[config.mk]
export PLATFORM = sky130hd
export DESIGN_NAME = mem_rr_arbiter
export DESIGN_NICKNAME = d
export VERILOG_FILES = /design/src/rtl/mem_rr_arbiter.sv
export SDC_FILE = /design/constraint.sdc
export NUM_CORES = 1
export LEC_CHECK = 0
export ABC_AREA = 1
export BUFFER_PORTS_ARGS = -buffer_cell sky130_fd_sc_hd__buf_4
export CAP_MARGIN = 25
export CELL_PAD_IN_SITES_DETAIL_PLACEMENT = 0
export CELL_PAD_IN_SITES_GLOBAL_PLACEMENT = 1
export CORE_ASPECT_RATIO = 2
export CORE_MARGIN = 2
export CORE_UTILIZATION = 20
export CTS_CLUSTER_SIZE = 12
export DETAILED_ROUTE_END_ITERATION = 6
export PLACE_DENSITY_LB_ADDON = 0.1
export SYNTH_ARGS = -nofsm -noshare
export SYNTH_HDL_FRONTEND = slang
export SYNTH_SLANG_ARGS = --single-unit
[constraint.sdc]
create_clock -name clk_i -period 2 [get_ports clk_i]
set_clock_uncertainty 0.15 [all_clocks]
set_input_delay 0.2 -clock clk_i [delete_from_list [all_inputs] [get_ports clk_i]]
set_output_delay 0.2 -clock clk_i [all_outputs]
set_load 0.05 [all_outputs]
[src/rtl/mem_rr_arbiter.sv]
// Round-robin arbiter sharing one single-port word memory among NUM_REQ requesters.
// Ownership of each accepted access rides a LATENCY-deep pipe so responses return to their issuer.
module mem_rr_arbiter #(
  parameter int unsigned NUM_REQ    = 4,
  parameter int unsigned NUM_WORDS  = 256,
  parameter int unsigned DATA_WIDTH = 32,
  parameter int unsigned BYTE_WIDTH = 8,
  parameter int unsigned LATENCY    = 1,
  parameter int unsigned ADDR_WIDTH = $clog2(NUM_WORDS),
  parameter int unsigned BE_WIDTH   = DATA_WIDTH / BYTE_WIDTH,
  parameter int unsigned IDX_WIDTH  = (NUM_REQ > 1) ? $clog2(NUM_REQ) : 1
) (
  input  logic                          clk_i,
  input  logic                          rst_ni,
  input  logic [NUM_REQ-1:0]            req_valid_i,
  output logic [NUM_REQ-1:0]            req_ready_o,
  input  logic [NUM_REQ-1:0]            req_w_en_i,
  input  logic [NUM_REQ*ADDR_WIDTH-1:0] req_addr_i,
  input  logic [NUM_REQ*DATA_WIDTH-1:0] req_w_data_i,
  input  logic [NUM_REQ*BE_WIDTH-1:0]   req_b_en_i,
  output logic [NUM_REQ-1:0]            rsp_valid_o,
  output logic [DATA_WIDTH-1:0]         rsp_r_data_o,
  output logic                          mem_req_o,
  output logic                          mem_w_en_o,
  output logic [ADDR_WIDTH-1:0]         mem_addr_o,
  output logic [DATA_WIDTH-1:0]         mem_w_data_o,
  output logic [BE_WIDTH-1:0]           mem_b_en_o,
  input  logic [DATA_WIDTH-1:0]         mem_r_data_i
);

  localparam logic [IDX_WIDTH:0]   NUM_REQ_W = (IDX_WIDTH + 1)'(NUM_REQ);
  localparam logic [IDX_WIDTH-1:0] LAST_IDX  = IDX_WIDTH'(NUM_REQ - 1);

  logic [ADDR_WIDTH-1:0] addr_arr  [NUM_REQ];
  logic [DATA_WIDTH-1:0] wdata_arr [NUM_REQ];
  logic [BE_WIDTH-1:0]   ben_arr   [NUM_REQ];

  logic [IDX_WIDTH-1:0]  rr_q;
  logic [IDX_WIDTH-1:0]  rr_d;
  logic                  grant_vld;
  logic [IDX_WIDTH-1:0]  grant_idx;
  logic [IDX_WIDTH:0]    cand_sum;
  logic [IDX_WIDTH-1:0]  cand_idx;
  logic                  hs;
  logic                  rsp_vld;
  logic [IDX_WIDTH-1:0]  rsp_idx;

  // Per-requester unpacking plus one-hot decode of grant and response owner.
  for (genvar gi = 0; gi < NUM_REQ; gi++) begin : g_req
    assign addr_arr[gi]    = req_addr_i[gi*ADDR_WIDTH +: ADDR_WIDTH];
    assign wdata_arr[gi]   = req_w_data_i[gi*DATA_WIDTH +: DATA_WIDTH];
    assign ben_arr[gi]     = req_b_en_i[gi*BE_WIDTH +: BE_WIDTH];
    assign req_ready_o[gi] = grant_vld && (grant_idx == IDX_WIDTH'(gi));
    assign rsp_valid_o[gi] = rsp_vld && (rsp_idx == IDX_WIDTH'(gi));
  end

  // First valid requester at or after rr_q, wrapping modulo NUM_REQ (also for non power-of-two).
  always_comb begin
    grant_vld = 1'b0;
    grant_idx = '0;
    cand_sum  = '0;
    cand_idx  = '0;
    for (int k = 0; k < int'(NUM_REQ); k++) begin
      cand_sum = {1'b0, rr_q} + (IDX_WIDTH + 1)'(k);
      if (cand_sum >= NUM_REQ_W) begin
        cand_sum = cand_sum - NUM_REQ_W;
      end
      cand_idx = cand_sum[IDX_WIDTH-1:0];
      if (!grant_vld && req_valid_i[cand_idx]) begin
        grant_vld = 1'b1;
        grant_idx = cand_idx;
      end
    end
  end

  assign hs = grant_vld;

  always_comb begin
    mem_req_o    = 1'b0;
    mem_w_en_o   = 1'b0;
    mem_addr_o   = '0;
    mem_w_data_o = '0;
    mem_b_en_o   = '0;
    if (hs) begin
      mem_req_o    = 1'b1;
      mem_w_en_o   = req_w_en_i[grant_idx];
      mem_addr_o   = addr_arr[grant_idx];
      mem_w_data_o = wdata_arr[grant_idx];
      mem_b_en_o   = ben_arr[grant_idx];
    end
  end

  always_comb begin
    rr_d = rr_q;
    if (hs) begin
      rr_d = (grant_idx == LAST_IDX) ? '0 : grant_idx + 1'b1;
    end
  end

  always_ff @(posedge clk_i or negedge rst_ni) begin
    if (!rst_ni) begin
      rr_q <= '0;
    end else begin
      rr_q <= rr_d;
    end
  end

  if (LATENCY == 0) begin : g_lat0
    assign rsp_vld = hs;
    assign rsp_idx = grant_idx;
  end else begin : g_pipe
    logic                 stage_vld_q [LATENCY];
    logic                 stage_vld_d [LATENCY];
    logic [IDX_WIDTH-1:0] stage_idx_q [LATENCY];
    logic [IDX_WIDTH-1:0] stage_idx_d [LATENCY];

    // Writes are tracked too so they receive a completion pulse.
    always_comb begin
      stage_vld_d[0] = hs;
      stage_idx_d[0] = grant_idx;
      for (int s = 1; s < int'(LATENCY); s++) begin
        stage_vld_d[s] = stage_vld_q[s-1];
        stage_idx_d[s] = stage_idx_q[s-1];
      end
    end

    always_ff @(posedge clk_i or negedge rst_ni) begin
      if (!rst_ni) begin
        for (int s = 0; s < int'(LATENCY); s++) begin
          stage_vld_q[s] <= 1'b0;
          stage_idx_q[s] <= '0;
        end
      end else begin
        for (int s = 0; s < int'(LATENCY); s++) begin
          stage_vld_q[s] <= stage_vld_d[s];
          stage_idx_q[s] <= stage_idx_d[s];
        end
      end
    end

    assign rsp_vld = stage_vld_q[LATENCY-1];
    assign rsp_idx = stage_idx_q[LATENCY-1];
  end

  assign rsp_r_data_o = rsp_vld ? mem_r_data_i : '0;

endmodule

==> results.yml <==
grt:
  grt_pass1_wl_um: 28500
  antenna_found_initial: 0
  track_usage_pct: 19.4
  grt_pass1_vias: 5641
  grt-ovfl-total: 0
  grt_max_degree: 43
setup_path:
  crit_path_start_kind: "flip-flop"
  critPathKind: "reg -> out"
  worstPathRequired_ns: 1.65
  cp-end-kind: "output port"
  arrival_ns: 2.39
  slowest_stage: "dfrtp_2"
  slowest_delay_ns: 0.42
  crit_fanout: 5
  worstPathCellList: "buf_12 > nand2_1 > nand3_2 > nand2_2 > inv_2 > nand3_4 > nand3_4 > buf_12 > bufbuf_16 > nand2_2 > nand3_2 > a21oi_4 > buf_8"
sta:
  setup_viol: 52
  hold_viol_final: 0
  tightest_slew_ns: 0.318
  slew_violations: 0
  fmax_ghz: 0.365
  rsz0062_at_grt: "yes"
  max_slew_margin_pct: 78.8
  fin_tns_setup_ns: -34.93
  setup_slack_ns: -0.741
  finalCritPeriodShare_pct: 137
  timing.hold.ws_ns: 0.179
  post-route-min-period_ns: 2.74
layout:
  layout.cells.non_filler: 1252
  antenna_cells: 0
  multiInputGateArea_um2: 3330
  layout-drive-gt1-share_pct: 57.3
  seqCellArea_um2: 128
  layout.nets: 1268
  area_delta_synth_final_pct: 153
  fillCellCount: 1684
placed_design:
  dp_hpwl_um: 13300
  dp_slack_ns: -0.590
  dp_cells: 1206
  routabilityCongestion: 0.849
  portBuffers: 303
die:
  die_x_um: 95.7
  start_util_pct: 20.3
  fp.dieArea_um2: 18000
  die-height_um: 187
  core_um2: 16600
  rows: 67
  io_pins: 304
synthesis:
  synth.avg_cell_area_um2: 4.77
  async_flop_share_pct: 100
  ys_seq_area_share_pct: 3.72
  synth_ff_type: "dfrtp_1"
  synth_nets: 928
  synth_cell_types: 22
  yosysWarnings: 0
  yosys.area.top_type: "inv_1"
  synth_top_area_share_pct: 25.2
  yosys_register_bits: 5
  synth_enable_flop_cells: 0
  synth_area_leaders: "inv_1 (25%), nand2_1 (18%), nand4_1 (17%), nand3_1 (14%), a21oi_1 (6.8%)"
  synth_area_um2: 3370
  postSynthCellCount: 706
routing:
  routed_wl_um: 19100
  vias: 5666
  drt_iter0_drc: 133
  drtPass1Iterations: 4
  post_drt_wl_per_cell_um: 15.3
  via_per_inst: 4.53
  route.detailed.drc: 0
  antenna_left: 0
cts:
  clock_latency_ns: 0.23
  cts.clk_slew.worst_paths_ns: 0.04
  root_buffer: "clkbuf_16"
  cts_buffers: 3
  cts_tree: "done"
  cts_buffer_depth: 2
  clock_sinks: 5
  cts_max_level: 1
flow_run:
  drv_cap: 0
status:
  outcome: "finished, violations left"
  failed_checks: "negative setup slack"
hold_path:
  hold_path.class: "in -> async"
[worst paths after layout]
check	from	endpoint	slack, ns	cells past startpoint
hold / removal	rst_ni	g_pipe.stage_idx_q[1]	0.18	2
hold reg to reg	rr_q[1]	rr_q[1]	0.68	3
min in group clk_i	mem_r_data_i[3]	rsp_r_data_o[3]	0.59	4
setup / recovery	rr_q[0]	mem_b_en_o[2]	-0.74	13
max in group asynchronous	rst_ni	rr_q[1]	1.40	2
setup reg to reg	rr_q[0]	rr_q[1]	-0.28	12
[final cells by class]
type	count	share of cell area, %
repair buffers	390	44.7
multi-input cells	414	39.1
inverters	231	10.6
well taps	207	3.04
flip-flops and latches	5	1.50
clock buffers	4	0.926
repair inverters	1	0.0735
[Yosys cell counts, types with 2 or more instances]
library cell,n
inv_1,226
nand2_1,162
nand3_1,96
nand4_1,91
a21oi_1,46
clkbuf_1,28
buf_2,11
buf_6,10
buf_4,6
dfrtp_1,5
ha_1,4
nand2_2,4
nor3_1,4
inv_2,3
nand3_2,2
o21ai_0,2
[state kept, by name, summed over array words and instances (netlist names)]
register,cells
rr_q,2
g_pipe.stage_vld_q,1
g_pipe.stage_idx_q,2
[cell usage in the layout (no fill, tap or decap), drive strengths merged]
| cell type | Yosys | final |
|---|---|---|
| buf | 28 | 382 |
| inv | 230 | 230 |
| nand2 | 166 | 166 |
| nand3 | 99 | 99 |
| nand4 | 91 | 91 |
| a21oi | 46 | 46 |
| clkbuf | 28 | 9 |
| dfrtp | 5 | 5 |
| nor3 | 4 | 4 |
| ha | 4 | 4 |
| o21ai | 3 | 3 |
| clkinvlp | 0 | 2 |
| bufbuf | 0 | 2 |
| nor2 | 1 | 1 |
| dlygate4sd3 | 0 | 1 |
[worst max-delay path, delay by kind of cell (launching register included)]
family / cells / cell delay [ns]
compound gates: 1 / 0.18
simple gates: 7 / 0.74
flops: 1 / 0.42
buf+inv: 5 / 0.80
[stage by stage]
stage	utilization (%)	instance area (µm²)
global placement	42.3	7030
CTS	48.2	8000
global route	51.3	8510
finish	51.3	8510
floorplan	-	4180
detailed placement	42.3	7030
[what timing repair did]
action,4_1_cts,5_1_grt
resized for setup,147,65
buffers inserted,14,15
hold endpoints to repair,5,0
pin swaps,19,25
endpoints found under the setup margin,53,53
hold buffers,1,0
cloned,7,5
[layer usage]
metal | vias to the layer above | wire length (µm) | global-route usage (%)
met5 | - | 0 | 0
met4 | 0 | 269 | 2.58
met3 | 19 | 1350 | 3.13
met2 | 216 | 9930 | 34.7
met1 | 2564 | 7550 | 24.6
li1 | 2867 | - | -
[kinds of logic (layout without fill, tap and decap cells)]
family | Yosys count | after routing | synth area share [%]
AOI/OAI and AO/OA | 49 | 49 | 7.28
adders and majority gates | 4 | 4 | 1.49
buffers and inverters | 287 | 626 | 35.5
DFF | 5 | 5 | 3.72
and+or+nand+nor | 361 | 361 | 52.0
Power is left out: the tool's default activity adds up to more than one toggle a clock period on the data nets, which glitch-free logic cannot reach.
